<file path="src/rtl/sqrt_int_arbiter_pkg.sv">
// Shared types and helpers for the sqrt_int round-robin arbiter.
package sqrt_arb_pkg;

  // Arbiter sequencing states: accept, kick the core, wait for it, hand back.
  typedef enum logic [1:0] {
    IDLE  = 2'd0,
    START = 2'd1,
    WAIT  = 2'd2,
    RESP  = 2'd3
  } arb_state_t;

  // Requester ID width; a single requester still gets a 1-bit ID.
  function automatic int ID_W(input int n);
    return (n <= 1) ? 1 : $clog2(n);
  endfunction

endpackage

</file>
<file path="src/rtl/sqrt_int_arbiter_if.sv">
// Link between the arbiter (master) and the shared sqrt_int core (slave).
interface sqrt_int_if #(
  parameter int WIDTH = 8
);
  logic             start;
  logic [WIDTH-1:0] rad;
  logic             busy;
  logic             valid;
  logic [WIDTH-1:0] root;
  logic [WIDTH-1:0] rem;

  modport master (output start, output rad, input busy, input valid, input root, input rem);
  modport slave  (input start, input rad, output busy, output valid, output root, output rem);
endinterface

</file>
<file path="src/rtl/sqrt_int_arbiter_rr_arbiter.sv">
// Combinational round-robin picker: first set request at or above ptr, with wrap.
module rr_arbiter
  import sqrt_arb_pkg::*;
#(
  parameter int N = 4
) (
  input  logic [N-1:0]       req,
  input  logic [ID_W(N)-1:0] ptr,
  output logic [N-1:0]       gnt,
  output logic [ID_W(N)-1:0] gnt_id
);
  localparam int IW = ID_W(N);

  logic w_found;

  // Scan upward from ptr and stop at the first pending requester
  always_comb begin
    gnt     = '0;
    gnt_id  = '0;
    w_found = 1'b0;
    for (int k = 0; k < N; k++) begin
      if (!w_found && req[(int'(ptr) + k) % N]) begin
        w_found                   = 1'b1;
        gnt[(int'(ptr) + k) % N]  = 1'b1;
        gnt_id                    = IW'((int'(ptr) + k) % N);
      end
    end
  end

endmodule

</file>
<file path="src/rtl/sqrt_int_arbiter.sv">
// Shares one sqrt_int core among N requesters, one request in flight at a time,
// and returns ID-tagged results (or a timeout error) on a backpressured channel.
module sqrt_int_arbiter
  import sqrt_arb_pkg::*;
#(
  parameter int WIDTH   = 8,
  parameter int N       = 4,
  parameter int TIMEOUT = 64
) (
  input  logic                 clk,
  input  logic                 rst,
  input  logic [N-1:0]         req_valid,
  input  logic [N*WIDTH-1:0]   req_rad,
  output logic [N-1:0]         req_ready,
  sqrt_int_if.master           core,
  output logic                 resp_valid,
  input  logic                 resp_ready,
  output logic [ID_W(N)-1:0]   resp_id,
  output logic [WIDTH-1:0]     resp_root,
  output logic [WIDTH-1:0]     resp_rem,
  output logic                 resp_err
);
  localparam int IW    = ID_W(N);
  localparam int CNT_W = $clog2(TIMEOUT) + 1;

  arb_state_t       r_state;
  arb_state_t       w_state_next;
  logic [IW-1:0]    r_rr_ptr;
  logic [IW-1:0]    r_id;
  logic [WIDTH-1:0] r_rad;
  logic [WIDTH-1:0] r_root;
  logic [WIDTH-1:0] r_rem;
  logic             r_err;
  logic [CNT_W-1:0] r_cnt;

  logic [N-1:0]     w_gnt;
  logic [IW-1:0]    w_gnt_id;
  logic [WIDTH-1:0] w_rad_arr [N];
  logic             w_timeout;

  // Unpack the flat radicand bus into one lane per requester
  for (genvar gi = 0; gi < N; gi++) begin : g_rad_lane
    assign w_rad_arr[gi] = req_rad[gi*WIDTH +: WIDTH];
  end

  rr_arbiter #(.N(N)) u_rr (
    .req    (req_valid),
    .ptr    (r_rr_ptr),
    .gnt    (w_gnt),
    .gnt_id (w_gnt_id)
  );

  // Last waiting cycle: the core has had TIMEOUT cycles in WAIT without answering
  assign w_timeout = (r_cnt == CNT_W'(TIMEOUT - 1));

  // State register
  always_ff @(posedge clk) begin
    if (rst) r_state <= IDLE;
    else     r_state <= w_state_next;
  end

  // Next-state logic; a stale core valid outside WAIT is deliberately ignored
  always_comb begin
    w_state_next = r_state;
    case (r_state)
      IDLE:    if (|req_valid) w_state_next = START;
      START:   w_state_next = WAIT;
      WAIT:    if (core.valid || w_timeout) w_state_next = RESP;
      RESP:    if (resp_ready) w_state_next = IDLE;
      default: w_state_next = IDLE;
    endcase
  end

  // Request latch, timeout counter, response registers and round-robin pointer
  always_ff @(posedge clk) begin
    if (rst) begin
      r_rr_ptr <= '0;
      r_id     <= '0;
      r_rad    <= '0;
      r_root   <= '0;
      r_rem    <= '0;
      r_err    <= 1'b0;
      r_cnt    <= '0;
    end else begin
      case (r_state)
        IDLE: begin
          if (|req_valid) begin
            r_rad <= w_rad_arr[w_gnt_id];
            r_id  <= w_gnt_id;
          end
        end
        START: r_cnt <= '0;
        WAIT: begin
          if (core.valid) begin
            r_root <= core.root;
            r_rem  <= core.rem;
            r_err  <= 1'b0;
          end else if (w_timeout) begin
            r_root <= '0;
            r_rem  <= '0;
            r_err  <= 1'b1;
          end else if (r_cnt != {CNT_W{1'b1}}) begin
            r_cnt <= r_cnt + 1'b1;
          end
        end
        RESP: begin
          if (resp_ready) r_rr_ptr <= (r_id == IW'(N - 1)) ? '0 : r_id + 1'b1;
        end
        default: ;
      endcase
    end
  end

  assign req_ready  = (r_state == IDLE) ? w_gnt : '0;
  assign core.start = (r_state == START);
  assign core.rad   = r_rad;
  assign resp_valid = (r_state == RESP);
  assign resp_id    = r_id;
  assign resp_root  = r_root;
  assign resp_rem   = r_rem;
  assign resp_err   = r_err;

  // Simulation-only check: never start the core while it still reports busy
  always_ff @(posedge clk) begin
    if (!rst) begin
      assert (!(core.start && core.busy));
    end
  end

endmodule

</file>
<file path="src/flat_wrapper.sv">
// flat-port wrapper written by rule: the top's interface ports become plain ports
module sqrt_int_arbiter_flat import sqrt_arb_pkg::*;
#(
  parameter int WIDTH   = 8,
  parameter int N       = 4,
  parameter int TIMEOUT = 64
)
  (clk, rst, req_valid, req_rad, req_ready, resp_valid, resp_ready, resp_id, resp_root, resp_rem, resp_err, core_start, core_rad, core_busy, core_valid, core_root, core_rem);
  sqrt_int_if #(.WIDTH(WIDTH)) core_i ();
  input  logic clk;
  input  logic rst;
  input  logic [N-1:0] req_valid;
  input  logic [N*WIDTH-1:0] req_rad;
  output logic [N-1:0] req_ready;
  output logic resp_valid;
  input  logic resp_ready;
  output logic [ID_W(N)-1:0] resp_id;
  output logic [WIDTH-1:0] resp_root;
  output logic [WIDTH-1:0] resp_rem;
  output logic resp_err;
  output wire logic [$bits(core_i.start)-1:0] core_start;
  output wire logic [$bits(core_i.rad)-1:0] core_rad;
  input wire logic [$bits(core_i.busy)-1:0] core_busy;
  input wire logic [$bits(core_i.valid)-1:0] core_valid;
  input wire logic [$bits(core_i.root)-1:0] core_root;
  input wire logic [$bits(core_i.rem)-1:0] core_rem;
  assign core_start = core_i.start;
  assign core_rad = core_i.rad;
  assign core_i.busy = core_busy;
  assign core_i.valid = core_valid;
  assign core_i.root = core_root;
  assign core_i.rem = core_rem;
  sqrt_int_arbiter #(.WIDTH(WIDTH), .N(N), .TIMEOUT(TIMEOUT)) u_core (.clk(clk), .rst(rst), .req_valid(req_valid), .req_rad(req_rad), .req_ready(req_ready), .core(core_i), .resp_valid(resp_valid), .resp_ready(resp_ready), .resp_id(resp_id), .resp_root(resp_root), .resp_rem(resp_rem), .resp_err(resp_err));
endmodule
</file>
<file path="config.mk">
export PLATFORM = sky130hd
export DESIGN_NAME = sqrt_int_arbiter_flat
export DESIGN_NICKNAME = d
export VERILOG_FILES = /design/src/rtl/sqrt_int_arbiter_pkg.sv /design/src/rtl/sqrt_int_arbiter_if.sv /design/src/rtl/sqrt_int_arbiter_rr_arbiter.sv /design/src/rtl/sqrt_int_arbiter.sv /design/src/flat_wrapper.sv
export SDC_FILE = /design/constraint.sdc
export NUM_CORES = 1
export LEC_CHECK = 0
export ABC_AREA = 0
export CAP_MARGIN = 20
export CELL_PAD_IN_SITES_DETAIL_PLACEMENT = 1
export CELL_PAD_IN_SITES_GLOBAL_PLACEMENT = 1
export CORE_MARGIN = 2
export CORE_UTILIZATION = 30
export CTS_CLUSTER_DIAMETER = 80
export DETAILED_ROUTE_END_ITERATION = 10
export MAX_ROUTING_LAYER = met4
export PLACE_DENSITY = 0.77
export SYNTH_ARGS = -nofsm -noshare
export SYNTH_HDL_FRONTEND = slang
export SYNTH_HIERARCHICAL = 1
export SYNTH_SLANG_ARGS = --single-unit
</file>
<file path="constraint.sdc">
create_clock -name clk -period 3.2 [get_ports clk]
set_clock_uncertainty 0.1 [all_clocks]
set_input_delay 0.64 -clock clk [delete_from_list [all_inputs] [get_ports clk]]
set_output_delay 0.64 -clock clk [all_outputs]
set_load 0.02 [all_outputs]
</file>
==> flow_summary.yaml, run 1 <==
power:
  seqPwrFrac_pct: 32.1
  cellInternalPower_mw: 1.153
  pwr-share-comb_pct: 49.8
  p_sw_share_pct: 38.23
  total_power_mw: 1.866
  p_leak_nw: 1.290
  switching_power_mw: 0.7134
  peakVddDrop_v: 0.0002763
  power_density_mw_per_mm2: 537.9
  p_clk_share_pct: 18.1
clock_tree:
  cts_inserted_buffers: 5
  cts_tree: "yes"
  cts-hold-fix-buffers: 0
  worstSkewPairLatency_ns: 0.28
  htree_levels: 2
  cts_max_path_buffers: 2
  clock-sinks: 38
  cts-root-buf: "clkbuf_8"
  clk_pin_slew_ns: 0.08
floorplanning:
  start_util_pct: 30.39
  die-area_mm2: 0.008425
  dieHeight_um: 91.79
  io_pins: 90
  core_mm2: 0.007607
  num_rows: 32
  fp.dieW_um: 91.79
yosys:
  syn_avg_cell_area_um2: 9.212
  netlist_area_mm2: 0.002312
  ys_seq_area_share_pct: 32.90
  async_flop_share_pct: 0
  synthesis.nets: 320
  synth_cells: 251
  synth_edf_count: 0
  ys_warn_count: 6
  yosys_register_bits: 38
  ys.flop_type: "dfxtp_1"
  synth.distinct_cells: 43
drt:
  drt_iter0_drc: 40
  route.detailed.drc: 0
  vias: 2220
  via_per_inst: 4.912
  antenna_left: 0
  wire_per_inst_um: 14.98
  dr.pass1.iters: 4
  routed_wl_mm: 6.771
finish:
  area_delta_synth_final_pct: 50.05
  diodes: 0
  final_util_pct: 45.61
  final_net_count: 418
  fin_cells: 452
  final_common_cell: "clkdlybuf4s50_1"
  n_fill_cell: 904
  layout-drive-gt1-share_pct: 14.00
  mostFrequentLayoutCells: "80 x clkdlybuf4s50_1, 38 x dfxtp_1, 30 x nand2_1"
placed_design:
  globalplace.congestion: 0.8291
  placed_cells: 443
  dp_slack_ns: -0.6155
  post-dp-hpwl_mm: 5.196
  io_buffers: 88
critical_path:
  critPathLaunchType: "input port"
  rr_endpoint: "u_core/core.rad[6]"
  r2r_slack_ns: 0.34
  regToRegStartpoint: "u_core/r_rr_ptr[1]"
  path_class: "in -> out"
  ff2ff_path_depth: 11
  required_ns: 2.46
  path_max_fanout: 8
  end_kind: "output port"
  critPathArrivalTime_ns: 2.31
sta:
  finalHoldViolCount: 0
  setup_viol: 0
  rsz0062_at_grt: "false"
  slew_headroom_pct: 51.62
  worst_slew_pin_slew_ns: 0.7243
  drv_slew: 0
  fin_ws_ns: 0.1479
  hold_ws_ns: 0.3595
  final.min_clock_period_ns: 3.052
  finalCritPeriodShare_pct: 95.38
  timing.fmax_mhz: 327.6
grt:
  grtUsageTotal_pct: 16.86
  gr-total-overflow: 0
  grt_pass1_wl_mm: 11.31
  grt_util_met1_pct: 18.73
  use_met3_pct: 2.958
  grt_antenna_before_repair: 0
  grt_pass1_vias: 2362
  grt_start_max_net_pins: 53
  grtUsageMet2_pct: 31.43
  grt_most_used_layer: "met2"
status:
  status: "finished clean"
hold_path:
  whs_path_depth: 2
  hold_class: "reg -> reg"
  min_to: "u_core/core.rad[5]"
  min_from: "u_core/core.rad[5]"
run:
  drv_cap: 0
[metal layers]
layer / up-vias / share of wire [%]
met5: - / 0
met2: 43 / 53
li1: 1100 / -
met3: 6 / 2.9
met1: 1071 / 43
met4: 0 / 0.93
[flip-flops by register name, summed over array words and instances (netlist names)]
name and count:
u_core/resp_err 1, u_core/resp_id 2, u_core/resp_rem 8, u_core/r_rr_ptr 2
u_core/resp_root 8, u_core/r_state 2, u_core/r_cnt 7, u_core/core.rad 8
[synth_stat cells, types with 2 or more instances]
| cell type | instances | area [um^2] |
|---|---|---|
| dfxtp_1 | 38 | 760.7 |
| nand2_1 | 30 | 112.6 |
| inv_1 | 25 | 93.84 |
| nand2b_1 | 21 | 131.4 |
| a21oi_1 | 17 | 85.08 |
| o32ai_1 | 16 | 140.1 |
| ha_1 | 12 | 150.1 |
| mux4_2 | 12 | 270.3 |
| clkbuf_1 | 7 | 26.28 |
| nor2_1 | 6 | 22.52 |
| nor2b_1 | 6 | 37.54 |
| a211oi_1 | 5 | 37.54 |
| and2_1 | 5 | 31.28 |
| nor3_1 | 5 | 25.02 |
| o2bb2ai_1 | 5 | 43.79 |
| a221oi_1 | 4 | 35.03 |
| nand3_1 | 4 | 20.02 |
| buf_2 | 3 | 15.01 |
| mux2i_1 | 3 | 30.03 |
| o31ai_1 | 3 | 22.52 |
| nand4_1 | 2 | 12.51 |
[cell type report]
type                    instances  area [um^2]  share of cell area [%]
multi-input cells             175         1405                   40.50
repair buffers                104        991.0                   28.56
flip-flops and latches         38        760.7                   21.93
well taps                     102        127.6                   3.678
inverters                      25        93.84                   2.705
clock buffers                   7        86.33                   2.488
clock inverters                 1        5.005                  0.1442
[worst max path at each step]
| stage | endpoint | cells after the start | start |
|---|---|---|---|
| floorplan | u_core/core.rad[0] | 10 | u_core/r_rr_ptr[1] |
| CTS | req_ready[1] | 7 | req_valid[1] |
| global placement | req_ready[2] | 7 | req_valid[1] |
| finish | req_ready[1] | 6 | req_valid[1] |
| detailed placement | req_ready[1] | 7 | req_valid[1] |
| global route | req_ready[1] | 7 | req_valid[1] |
[power by group through the flow]
stage	clock [mW]	sequential (mW)	combinational, mW
2_1_floorplan	0	0.679	0.486
3_3_place_gp	0	0.607	0.924
3_5_place_dp	0	0.612	0.952
4_1_cts	0.354	0.601	0.944
5_1_grt	0.380	0.609	1.02
6_report	0.337	0.599	0.930
[cell families after synthesis]
family                   count (synthesis)  synth area share (%)
XOR/XNOR                                 1                0.3789
flip-flops                              38                 32.90
multiplexers                            16                 13.47
AO/OA/AOI/OAI                           59                 19.16
AND/OR/NAND/NOR                         87                 20.78
buffers and inverters                   38                 6.818
adder cells (fa/ha/maj)                 12                 6.493
[repair_timing]
item	CTS	global route
buffers inserted	1	0
endpoints found under the setup margin	4	0
gates resized for setup	22	0
[stage by stage]
step	setup TNS [ns]	cell area, um^2
floorplan	0	2312
global placement	-3.599	3387
detailed placement	-4.147	3387
CTS	0	3470
global route	0	3470
finish	0	3470
[critical path, stage by stage]
cell and delay (ns):
dlygate4sd2_1 0.31, mux4_2 0.61, nor3_4 0.31, o2bb2ai_1 0.14
and2_1 0.15, buf_4 0.14
Power figures use the tool's default switching activity.
==> inputs of run 2 (changes only) <==
Settings changed: CTS_CLUSTER_DIAMETER 80 to 60.
==> results of run 2 <==
Same layout as run 1: the final DEF is identical, and so are final timing and power.
==> inputs of run 3 (changes only) <==
Clock period 3.2 ns to 3.3 ns, I/O delays scaled along.
==> run 3 against run 2 <==
Worst setup slack better by 0.033 ns. Routed wire length down 2.6%. Sequential share of layout area unchanged. Register-to-register slack better by 0.09 ns. Clock power down 11%. Non-clock buffer count unchanged. Largest power group unchanged. Global-route usage down 0.38 points.
==> flow_summary.yaml, run 3 (synthesis gave the netlist of run 1 again) <==
clock_tree:
  cts-hold-fix-buffers: 0
  cts_inserted_buffers: 5
  clk_pin_slew_ns: 0.07
  clock-sinks: 38
  worstSkewPairLatency_ns: 0.28
  cts_tree: "yes"
  cts-root-buf: "clkbuf_8"
  htree_levels: 2
  cts_max_path_buffers: 2
grt:
  gr-total-overflow: 0
  grt_start_max_net_pins: 53
  grt_pass1_wl_mm: 11.13
  grt_most_used_layer: "met2"
  grt_util_met1_pct: 19.18
  use_met3_pct: 2.547
  grtUsageMet2_pct: 29.47
  grt_antenna_before_repair: 0
  grtUsageTotal_pct: 16.48
  grt_pass1_vias: 2385
placed_design:
  io_buffers: 88
  globalplace.congestion: 0.8508
  postPlaceCellArea_mm2: 0.003387
  dp_slack_ns: -0.5319
  post-dp-hpwl_mm: 5.099
drt:
  route.detailed.drc: 0
  antenna_left: 0
  wire_per_inst_um: 14.63
  routed_wl_mm: 6.598
  vias: 2235
  via_per_inst: 4.956
  drt_iter0_drc: 52
  dr.pass1.iters: 4
power:
  peakVddDrop_v: 0.0001913
  total_power_mw: 1.778
  power_density_mw_per_mm2: 512.6
  p_leak_nw: 1.296
hold_path:
  min_to: "u_core/core.rad[1]"
  min_from: "u_core/core.rad[1]"
  hold_class: "reg -> reg"
  whs_path_depth: 2
critical_path:
  rr_endpoint: "u_core/core.rad[4]"
  ff2ff_path_depth: 11
  regToRegStartpoint: "u_core/r_rr_ptr[1]"
  critPathLaunchType: "input port"
  path_class: "in -> out"
  end_kind: "output port"
  r2r_slack_ns: 0.43
  required_ns: 2.54
  critPathArrivalTime_ns: 2.36
  path_max_fanout: 8
sta:
  slew_headroom_pct: 53.30
  worst_slew_pin_slew_ns: 0.6991
  hold_ws_ns: 0.3600
  finalHoldViolCount: 0
  setup_tns_ns: 0
  finalCritPeriodShare_pct: 94.52
  drv_slew: 0
  setup_viol: 0
  timing.fmax_mhz: 320.6
  fin_ws_ns: 0.1807
  rsz0062_at_grt: "false"
  final.min_clock_period_ns: 3.119
finish:
  seqCellArea_um2: 760.7
  final_net_count: 418
  diodes: 0
  mostFrequentLayoutCells: "80 x clkdlybuf4s50_1, 38 x dfxtp_1, 30 x nand2_1"
  multiInputGateArea_mm2: 0.001405
  area_delta_synth_final_pct: 50.05
  n_fill_cell: 906
  layout-drive-gt1-share_pct: 13.47
  final_common_cell: "clkdlybuf4s50_1"
  final_area_mm2: 0.003470
floorplanning:
  start_util_pct: 30.39
  core_mm2: 0.007607
  io_pins: 90
  num_rows: 32
  dieHeight_um: 91.79
  die-area_mm2: 0.008425
  fp.dieW_um: 91.79
status:
  status: "finished clean"
run:
  drv_cap: 0
-- run 3: worst max path at each step --
stage	from	endpoint	depth (start not counted)
CTS	req_valid[2]	req_ready[1]	6
floorplan	u_core/r_rr_ptr[1]	u_core/core.rad[0]	10
finish	req_valid[1]	req_ready[1]	7
global route	req_valid[1]	req_ready[2]	7
global placement	req_valid[1]	req_ready[2]	7
detailed placement	req_valid[1]	req_ready[1]	7
-- run 3: stage by stage --
stage | utilization (%) | std cells
floorplan | - | 251
detailed placement | 44.52 | 443
global route | 45.61 | 451
global placement | 44.52 | 443
finish | 45.61 | 451
CTS | 45.33 | 451
-- run 3: what timing repair did --
action | 4_1_cts | 5_1_grt
buffers inserted | 1 | 0
gates resized for setup | 18 | 7
pin swaps | 1 | 1
endpoints found under the setup margin | 4 | 4
-- run 3: power breakdown --
| part | total, mW | switching (mW) | internal [mW] | leakage, nW |
|---|---|---|---|---|
| Sequential | 0.581 | 0.0474 | 0.534 | 0.309 |
| Clock | 0.299 | 0.154 | 0.146 | 0.0383 |
| Combinational | 0.898 | 0.475 | 0.423 | 0.949 |
| Total | 1.78 | 0.676 | 1.10 | 1.30 |
-- run 3: metal layers --
metal,wire length [um],vias to the layer above
met5,0,-
met4,91,0
met3,255,9
met2,3437,54
met1,2814,1078
li1,-,1094
-- run 3: worst max-delay path, cell delays in order --
cell	delay, ns
dlygate4sd2_1	0.30
mux4_2	0.53
nand2b_4	0.18
nor3_4	0.28
o2bb2ai_1	0.14
and2_1	0.14
buf_4	0.14
-- run 3: cell type report --
class | instances | share of cell area [%]
clock buffers | 7 | 2.200
inverters | 25 | 2.705
multi-input cells | 175 | 40.50
flip-flops and latches | 38 | 21.93
well taps | 102 | 3.678
repair buffers | 104 | 28.99
